`config.mk`:
```
export PLATFORM = sky130hd
export DESIGN_NAME = mem_access_ctrl
export DESIGN_NICKNAME = d
export VERILOG_FILES = /design/src/rtl/mem_access_ctrl.sv
export SDC_FILE = /design/constraint.sdc
export NUM_CORES = 1
export LEC_CHECK = 0
export ABC_AREA = 1
export BUFFER_PORTS_ARGS = -buffer_cell sky130_fd_sc_hd__buf_2
export CAP_MARGIN = 20
export CORE_MARGIN = 10
export CORE_UTILIZATION = 55
export CTS_BUF_LIST = sky130_fd_sc_hd__clkbuf_8
export DETAILED_ROUTE_END_ITERATION = 12
export PLACE_DENSITY_LB_ADDON = 0.08
export SYNTH_ARGS = -nofsm -noshare
export SYNTH_HDL_FRONTEND = slang
export SYNTH_SLANG_ARGS = --single-unit
```
`constraint.sdc`:
```
create_clock -name clk -period 5.95 [get_ports clk]
set_input_delay 0.595 -clock clk [delete_from_list [all_inputs] [get_ports clk]]
set_output_delay 0.595 -clock clk [all_outputs]
set_load 0.02 [all_outputs]
```
`src/rtl/mem_access_ctrl.sv`:
```
// mem_access_ctrl: MEM-stage load/store initiator for a byte-enabled RAM port with busy handshake
module mem_access_ctrl #(
  parameter int RAM_BYTES = 1024,
  parameter int TIMEOUT   = 16
) (
  input  logic        clk,
  input  logic        rst,
  input  logic        req,
  input  logic        we,
  input  logic [2:0]  funct3,
  input  logic [31:0] addr,
  input  logic [31:0] wdata,
  output logic        stall,
  output logic        done,
  output logic [31:0] rdata,
  output logic [1:0]  fault,
  output logic        ram_valid,
  output logic        ram_write,
  output logic [3:0]  ram_byte,
  output logic [31:0] ram_addr,
  output logic [31:0] ram_wdata,
  input  logic [31:0] ram_rdata,
  input  logic        ram_busy
);
  localparam int CW = $clog2(TIMEOUT + 1);
  localparam logic [CW-1:0] LAST = CW'(TIMEOUT - 1);
  typedef enum logic [2:0] {IDLE, REQ, ACTIVE, DONE, ABORT} state_t;
  state_t state;
  logic [CW-1:0] cnt;
  logic [2:0] f3_r;
  logic stall_r, bad_f3, mis, oor, legal;
  logic [3:0] byte_en;
  logic [2:0] size;
  logic [31:0] ext;
  always_comb begin
    byte_en = funct3[1:0] == 2'b00 ? 4'b0001 : funct3[1:0] == 2'b01 ? 4'b0011 : 4'b1111;
    size    = funct3[1:0] == 2'b00 ? 3'd1 : funct3[1:0] == 2'b01 ? 3'd2 : 3'd4;
    bad_f3  = funct3 == 3'b011 || funct3[2:1] == 2'b11 || (we && funct3[2]);
    mis     = bad_f3 || (funct3[1:0] == 2'b01 && addr[0]) || (funct3[1:0] == 2'b10 && addr[1:0] != 2'b00);
    oor     = ({1'b0, addr} + 33'(size)) > 33'(RAM_BYTES);
    legal   = !mis && !oor;
    ext     = f3_r == 3'b000 ? {{24{ram_rdata[7]}}, ram_rdata[7:0]} :
              f3_r == 3'b100 ? {24'b0, ram_rdata[7:0]} :
              f3_r == 3'b001 ? {{16{ram_rdata[15]}}, ram_rdata[15:0]} :
              f3_r == 3'b101 ? {16'b0, ram_rdata[15:0]} : ram_rdata;
  end
  // the pipeline must hold in the very cycle a legal request is presented
  assign stall = stall_r | (state == IDLE && req && legal);
  always_ff @(posedge clk) begin
    if (rst) begin
      state     <= IDLE;
      cnt       <= '0;
      f3_r      <= '0;
      stall_r   <= 1'b0;
      done      <= 1'b0;
      fault     <= 2'b00;
      rdata     <= '0;
      ram_valid <= 1'b0;
      ram_write <= 1'b0;
      ram_byte  <= '0;
      ram_addr  <= '0;
      ram_wdata <= '0;
    end else begin
      done  <= 1'b0;
      fault <= 2'b00;
      case (state)
        IDLE: if (req) begin
          if (mis) fault <= 2'b01;
          else if (oor) fault <= 2'b10;
          else begin
            ram_valid <= 1'b1;
            ram_write <= we;
            ram_byte  <= byte_en;
            ram_addr  <= addr;
            ram_wdata <= wdata;
            f3_r      <= funct3;
            stall_r   <= 1'b1;
            cnt       <= '0;
            state     <= REQ;
          end
        end
        REQ: if (ram_busy) begin
          cnt   <= '0;
          state <= ACTIVE;
        end else if (cnt == LAST) begin
          ram_valid <= 1'b0;
          stall_r   <= 1'b0;
          fault     <= 2'b11;
          state     <= ABORT;
        end else cnt <= cnt + 1'b1;
        ACTIVE: if (!ram_busy) begin
          ram_valid <= 1'b0;
          ram_byte  <= '0;
          stall_r   <= 1'b0;
          done      <= 1'b1;
          if (!ram_write) rdata <= ext;
          state <= DONE;
        end else if (cnt == LAST) begin
          ram_valid <= 1'b0;
          stall_r   <= 1'b0;
          fault     <= 2'b11;
          state     <= ABORT;
        end else cnt <= cnt + 1'b1;
        default: state <= IDLE;
      endcase
    end
  end
endmodule
```
# --- Yosys cells after proc, flatten, opt, wreduce, memory -nomap -nowiden ---
# Index checks and enable logic that the tools add are counted.
totals:
  reg_bits: 117
  in_bits: 104
  out_inout_bits: 106
  elab_cells: 108
op_classes:
  addsub: 2
  order_cmp: 1
  eq_ne: 16
  n_mux: 46
  n_bitwise: 6
  n_reduce_logical: 25
op_table:
  columns: ["cell", "n"]
  rows:
  - ["2-to-1 mux 32 bit", 4]
  - ["adder 32 x 3 -> 33 bit", 1]
  - ["> comparator 33 x 11 -> 1 bit, second input constant", 1]
  - ["2-to-1 mux 5 bit", 6]
  - ["2-to-1 mux 3 bit", 8]
  - ["2-to-1 mux 4 bit", 6]
  - ["one-hot mux 5 bit (3 select lines)", 1]
  - ["AND reduction 5 bit", 3]
  - ["2-to-1 mux 2 bit", 6]
  - ["!= test 2 bit, second input constant", 6]
  - ["2-to-1 mux 1 bit", 10]
  - ["one-hot mux 3 bit (3 select lines)", 1]
  - ["one-hot mux 4 bit (2 select lines)", 1]
  - ["equality test 3 x 1 -> 1 bit, second input constant", 2]
  - ["equality test 3 x 2 -> 1 bit, second input constant", 2]
  - ["equality test 3 bit, second input constant", 2]
  - ["logical AND 1 bit", 6]
  - ["logical NOT 3 bit", 2]
  - ["one-hot mux 1 bit (3 select lines)", 2]
  - ["one-hot mux 2 bit (3 select lines)", 1]
  - ["AND reduction 3 bit", 2]
  - ["adder 5 x 1 -> 5 bit, second input constant", 1]
  - ["equality test 5 x 4 -> 1 bit, second input constant", 1]
  - ["NOT 1 bit", 5]
  - ["other kinds (10)", 16]

# --- Longest topological paths before layout ---
# Gate-level depths: netlist (run 1).
depth:
  word_depth: 9
  depth_mapped: 22
  ltp_nobuf: 21

# --- Least setup slack after synthesis (run 1) ---
# Ideal clock, no wire load.
synth_timing:
  path_kind: "input port to output port"
  startpoint: "in addr[0]"
  endpoint: "out stall"
  arrival_ns: 2.606
  required_ns: 5.355
  setup_slack_ns: 2.749
  cell_stages: 18
  path_buffers: 1
  cell_sequence: "inv_1 -> nor2_1 -> fa_1 -> nand3_1 -> nand2_2 -> nand2_2 -> clkinv_1 -> nand2_1 -> nand2_1 -> nand2_1 -> inv_2 -> nor2_1 -> nand3_1 -> nor2_2 -> nand4_2 -> nor2_4 -> buf_2 -> or2_2"
synth_via:
  elab_chain_len: 7
  elab_cells_between_ends: 12
  classes_between: "1 x add/sub; 1 x order compare; 1 x bitwise; 9 x reduce/logical"
synth_rtl:
  columns: ["element", "line_no", "text"]
  rows:
  - ["from (decl)", "11", "input logic [31:0] addr,"]
  - ["parallel branches: the longest is 4 deep, another holds adder 32 x 3 -> 33 bit", null, null]
  - ["logical AND 1 bit *", "41", "legal = !mis && !oor;"]
  - ["logical AND 1 bit *", "48", "assign stall = stall_r | (state == IDLE && req && legal);"]
  - ["OR 1 bit *", "48", null]
  - ["to (decl)", "13", "output logic stall,"]
# Every way passes the cells marked *.

# --- Worst setup path after layout (run 1) ---
layout_timing:
  startpoint: "in funct3[1]"
  endpoint: "out stall"
layout_via:
  elab_chain_len: 9
  elab_cells_between_ends: 20
  classes_between: "1 x add/sub; 1 x order compare; 4 x eq/ne; 2 x mux; 1 x bitwise; 11 x reduce/logical"
layout_rtl:
  columns: ["element", "line_no", "text"]
  rows:
  - ["from (decl)", "10", "input logic [2:0] funct3,"]
  - ["equality test 2 x 1 -> 1 bit (tied with other cells)", "37, 39", null]
  - ["2-to-1 mux 3 bit / logical OR 1 bit (equally long branches) (2 in a row)", "37, 38", null]
  - ["adder 32 x 3 -> 33 bit / logical OR 1 bit (equally long branches)", "40, 39", null]
  - ["> comparator 33 x 11 -> 1 bit / logical OR 1 bit (equally long branches)", "40, 39", null]
  - ["logical NOT 1 bit", "41", null]
  - ["logical AND 1 bit *", "41", null]
  - ["logical AND 1 bit *", "48", null]
  - ["OR 1 bit *", "48", null]
# Mark *: on every way between the ends. The rest lies on a longest branch, timed or not.

==> metrics.csv, run 1 <==
metric,value,unit
first-pass GRT wire length,26540,um
Post-synth top flop,dfxtp_1,
fmax,0.2408,GHz
worst hold path type,input pin to register,
worst skew pair latency,0.42,ns
GRT busiest layer,met2,
RSZ-0062 raised after global routing,no,
Post-CTS Resized,0,
post-CTS setup buffer count,0,
die area,14600,um2
cell taking the most area after synthesis,dfxtp_1,
grt met3 use,0.1140,
storage element area,2322,um2
leak pwr,3.618,nW
CP bufs+invs,4,
Vias per Instance,4.983,
Critical Path AT,3.56,ns
post-synth cell types,36,
fillers,912,
register bit total from synthesis,116,
"Design Area, Final",7093,um2
TritonCTS buffer count,17,
RePlAce Congestion,0.9314,
"slowest stage delay, CP",0.51,ns
Worst Reg-to-Reg Cells,11,
# rows,36,
Iteration-0 DRC Markers,510,
Slew Limit Headroom,0.4569,
Global Route met1 Usage,0.2575,
initial antenna violation count,1,
final setup violation count,0,
Post-Syn Area per Cell,6.801,um2
pre-CTS setup slack,1.787,ns
status,completed,
Crit path max-delay family,simple AND/OR/NAND/NOR gates,
Worst path depth,20,
via count,5820,
DRC,0,
fraction of layout cells with a size suffix above 1,0.2607,
Die H,120.8,um
Routed WL,16680,um
clk root buf,clkbuf_8,
Max Cap Violations,0,
die width,120.8,um
WS Path Type,input pin to output port,
total grt overflow,0,
initial core utilization,0.5693,
slowest CP cell,buf_4,
syn nets,930,
Hold WS,0.3862,ns
max-slew violation count,0,
CP Max Fanout,68,
placed inst area,6664,um2
"Worst Setup Slack, final",1.797,ns
# nets final,1127,
IO Count,210,
total core area,9819,um2
met2 Resource Use GR,0.3507,
Worst Path Required,5.36,ns
"count leader, synth",nor2_1,
post-synthesis sequential area ratio,0.4154,
Worst VDD drop,0.2076,mV
Avg WL per Cell,14.28,um
clock sinks,116,
clock skew,0.01636,ns
Fin. Hold Viols,0,
Area Growth Syn to Fin,26.88,%
Yosys warnings,0,
hold path cells,3,
CTS Hold Bufs,0,
Longest Clk Path Bufs,2,
minimum clock period,4.153,ns
synth cell count leaders,"nor2_1 (169), nand2_1 (164), dfxtp_1 (116)",
"CTS clk-pin slew, worst paths",0.08,ns
Final Cycle Share,0.6979,
largest net degree at the start of global routing,69,
"top cells by area, synth","dfxtp_1 (42%), nor2_1 (11%), nand2_1 (11%)",
Mapped Area,5590,um2
number of I/O port buffers,209,
Power Total,1.813,mW
slew at the pin closest to its max-slew limit,0.8134,ns
hpwl dp,12510,um
area taken by multi-input logic gates,2713,um2
post-route setup TNS,0,ns
antenna violation net count after detailed routing,0,
critical path capture point type,output port,
synthesized instance count,822,
GRT Util Overall,0.2199,
ys async rst share,0,
critical path startpoint category,input pin,
PD cells,255.6,nW/um2
# H-tree levels,4,
number of flops mapped to enable cells by yosys,0,
CTS tree,built,
Yosys top cell area share,0.4154,
DRT Pass-1 Iters,5,
crit-path cells,buf_2 > inv_2 > nand2_1 > nor2_1 > fa_1 > nand3_1 > nand2_2 > nand2_2 > nor2_2 > nand2_2 > o21ai_1 > nand2_1 > nor2_1 > nand2_1 > nor2_2 > nand4_2 > nor2_4 > buf_4 > or2_2 > buf_2,
vias in the first global route,5383,
## layout by cell type, fill, tap and decap left out, types with 22 or more instances in the layout
cell type / count
buf_2: 209
nor2_1: 169
nand2_1: 164
dfxtp_1: 116
inv_1: 96
o21ai_0: 60
nand3_1: 37
a21oi_1: 34
a221oi_1: 24
nor3b_1: 22
## flip-flops by register name, summed over array words and instances, names as in the netlist, 2 cells and up
name	flops
fault	2
f3_r	3
state	3
cnt	5
ram_addr	32
rdata	32
ram_wdata	32
ram_byte	3
## through the flow
step / instances / util
floorplan: 822 / -
global placement: 1133 / 0.6786
detailed placement: 1133 / 0.6786
CTS: 1165 / 0.7216
global route: 1165 / 0.7216
finish: 1168 / 0.7224
## per-layer routing
metal  vias up  wire length, um
met1      2577             6864
met5         -                0
met4         0              148
li1       3024                -
met3        12             1855
met2       207             7813
## report_power, final
part	switching, mW	internal (mW)
logic	0.144	0.0845
registers	0.0136	0.799
clock network	0.341	0.429
total	0.499	1.31
## final cells by class
| cell class | instances | share of cell area |
|---|---|---|
| multi-input combinational | 569 | 0.3824 |
| sequential | 116 | 0.3274 |
| timing repair buffer | 214 | 0.1528 |
| inverter | 101 | 0.05345 |
| clock buffer | 18 | 0.03493 |
| clock inverter | 14 | 0.02452 |
| tap | 133 | 0.02346 |
| antenna | 3 | 0.001058 |
## path summary, 6_finish.rpt
kind / startpoint / to / slack [ns]
min reg2reg: rdata[5] / rdata[5] / 0.45
max: funct3[1] / stall / 1.80
max reg2reg: state[0] / rdata[26] / 3.41
min: wdata[21] / ram_wdata[21] / 0.39
## kinds of logic after synthesis
| group | count (synthesis) | share of synthesized area |
|---|---|---|
| xor gates and xnor gates | 6 | 0.009402 |
| DFF | 116 | 0.4154 |
| buffers and inverters | 137 | 0.09937 |
| adders and majority gates | 4 | 0.01030 |
| and+or+nand+nor | 428 | 0.3290 |
| AOI/OAI and AO/OA | 131 | 0.1365 |
## tightest hold or removal path: stages
cell and delay, ns:
buf_2 0.07, nor2_1 0.03, nor2_1 0.08
Note: power is estimated with default switching activity, not from simulation.
==> run 2: changes to the inputs <==
Settings changed: CORE_UTILIZATION 55 to 51.
Clock period 5.95 ns to 4.13 ns, I/O delays scaled along.
==> run 2 against run 1 <==
  * Die area rose by 6.5%
  * Cell area grew 0.49%
  * Clock-buffer cell count rose by 3
  * Global-route usage decreased by 1.4 points
  * Clock skew down 0.0049 ns
  * Flip-flop and latch count did not move
  * Worst setup slack lost 0.97 ns
  * Register-to-register slack worse by 1.8 ns
  * Combinational power rose by 45%
  * Clock power up 39%
  * Final cell count up 0.68%
  * Non-clock buffer count grew 2
==> metrics.csv, run 2 (synthesis results as in run 1) <==
metric,value,unit,change
status,completed,,
# nets final,1129,,+0.18%
total core area,10790,um2,+9.9%
number of I/O port buffers,209,,unchanged
final cell count without fillers,1176,,+0.68%
via count,5780,,-0.69%
"commonest non-fill, non-tap cell in the layout",buf_2,,
GRT Util Overall,0.2054,,-0.01444
die width,124.7,um,+3.2%
largest net degree at the start of global routing,54,,-22%
Iteration-0 DRC Markers,370,,-27%
IO Count,210,,unchanged
die area,15550,um2,+6.5%
antenna violation net count after detailed routing,0,,unchanged
clock share of power,0.415,,-0.010
vias in the first global route,5525,,+2.6%
Max Cap Violations,0,,unchanged
Worst VDD drop,0.3263,mV,+57%
RSZ-0062 raised after global routing,no,,
slew at the pin closest to its max-slew limit,0.8206,ns,+0.007137 ns
TritonCTS buffer count,17,,unchanged
Die H,124.7,um,+3.2%
internal power,1.878,mW,+43%
leak pwr,3.640,nW,+0.59%
Seq pwr share,0.456,,+0.007
# rows,38,,+5.6%
clock skew,0.01148,ns,-0.004878 ns
Critical Path AT,2.88,ns,-0.68 ns
critical path startpoint category,input pin,,
placed inst area,6708,um2,+0.66%
Logic pwr share,0.129,,+0.003
PD cells,360.7,nW/um2,+41%
Fin. Hold Viols,0,,unchanged
CP Max Fanout,6,,-91%
Longest Clk Path Bufs,2,,unchanged
WS Path Type,input pin to output port,,
Inst Count DP,1142,,+0.79%
worst hold path type,input pin to register,,
Worst Reg-to-Reg Cells,11,,unchanged
"commonest cells after routing, fill and taps aside","buf_2 (209), nor2_1 (169), nand2_1 (164)",,
fmax,0.3032,GHz,
"CTS clk-pin slew, worst paths",0.07,ns,about the same
Vias per Instance,4.915,,-1.4%
Sw Share,0.2694,,-0.006022
initial antenna violation count,4,,+3
critical path capture point type,output port,,
Area Growth Syn to Fin,27.51,%,
first-pass GRT wire length,27030,um,+1.9%
Hold WS,0.2044,ns,-0.1818 ns
clk root buf,clkbuf_8,,
"Design Area, Final",7128,um2,+0.49%
Routed WL,16570,um,-0.68%
Post-CTS Resized,0,,unchanged
DRC,0,,unchanged
Top Registers,"ram_addr: 32 flops, ram_wdata: 32 flops, rdata: 32 flops",,
fraction of layout cells with a size suffix above 1,0.2611,,+0.0004629
# H-tree levels,4,,unchanged
Final Cycle Share,0.7985,,
max-slew violation count,0,,unchanged
initial core utilization,0.5180,,-0.05135
Power Total,2.571,mW,+42%
CTS tree,built,,
sw power,0.6926,mW,+39%
hpwl dp,12510,um,about the same
post-route setup TNS,0,ns,unchanged
Avg WL per Cell,14.09,um,-1.4%
clock sinks,116,,unchanged
fillers,1024,,+12%
total grt overflow,0,,unchanged
Worst Path Required,3.72,ns,-1.64 ns
worst skew pair latency,0.43,ns,about the same
post-CTS setup buffer count,0,,unchanged
Slew Limit Headroom,0.4522,,-0.004765
CTS Hold Bufs,0,,unchanged
hold path cells,3,,unchanged
DRT Pass-1 Iters,5,,unchanged
final setup violation count,0,,unchanged
minimum clock period,3.298,ns,
RePlAce Congestion,0.8969,,-3.7%
==> run 2: changes by cell type in the layout (fill, tap and decap cells not counted), sizes merged <==
cell      before  now
inv          103  101
clkinvlp       4    3
bufinv         3    2
diode          3    2
clkinv         5    6
clkbuf        18   21
buf          214  216
==> run 2: power by group through the flow <==
stage	clock, mW	combinational (mW)	sequential (mW)
finish	1.07	0.333	1.17
global route	1.15	0.374	1.18
CTS	1.09	0.334	1.17
detailed placement	0	0.332	1.20
global placement	0	0.328	1.20
floorplan	0	0.176	1.22
==> run 2: per-layer routing <==
layer	global-route usage	wire length, um
met4	0.06991	268
met1	0.2459	7055
met2	0.3185	7559
met5	0	13
met3	0.09319	1670
==> run 2: area by class of cell <==
type,instances,area (um2),area share
clock buffers,21,289.0,0.04055
multi-input cells,569,2713,0.3806
repair buffers,216,1119,0.1569
inverters,101,379.1,0.05319
well taps,140,175.2,0.02457
flip-flops and latches,116,2322,0.3258
diodes,2,5.005,0.0007021
clock inverters,11,126.4,0.01773
==> run 2: worst max-delay path, stage by stage <==
cell      delay, ns
buf_2          0.15
inv_2          0.07
nand2_1        0.05
nor2_1         0.20
fa_1           0.26
nand3_1        0.12
nand2_2        0.13
nand3b_1       0.15
nor2_2         0.20
nand3_1        0.10
nand2_1        0.08
nand3_1        0.10
a21oi_1        0.22
nand4_2        0.17
nor2_4         0.15
or2_2          0.14
buf_2          0.18
==> run 2: worst paths after layout <==
kind	end	startpoint	slack, ns
max	stall	funct3[1]	0.83
min	ram_wdata[18]	wdata[18]	0.20
max reg2reg	rdata[17]	state[0]	1.64
min reg2reg	rdata[0]	rdata[0]	0.44
==> run 2: through the flow <==
| stage | setup slack, ns | util |
|---|---|---|
| after floorplan | 1.293 | - |
| after global placement | 0.8294 | 0.6189 |
| after detailed placement | 0.8134 | 0.6215 |
| after CTS | 0.8196 | 0.6600 |
| after global routing | 0.5528 | 0.6600 |
| final | 0.8321 | 0.6604 |
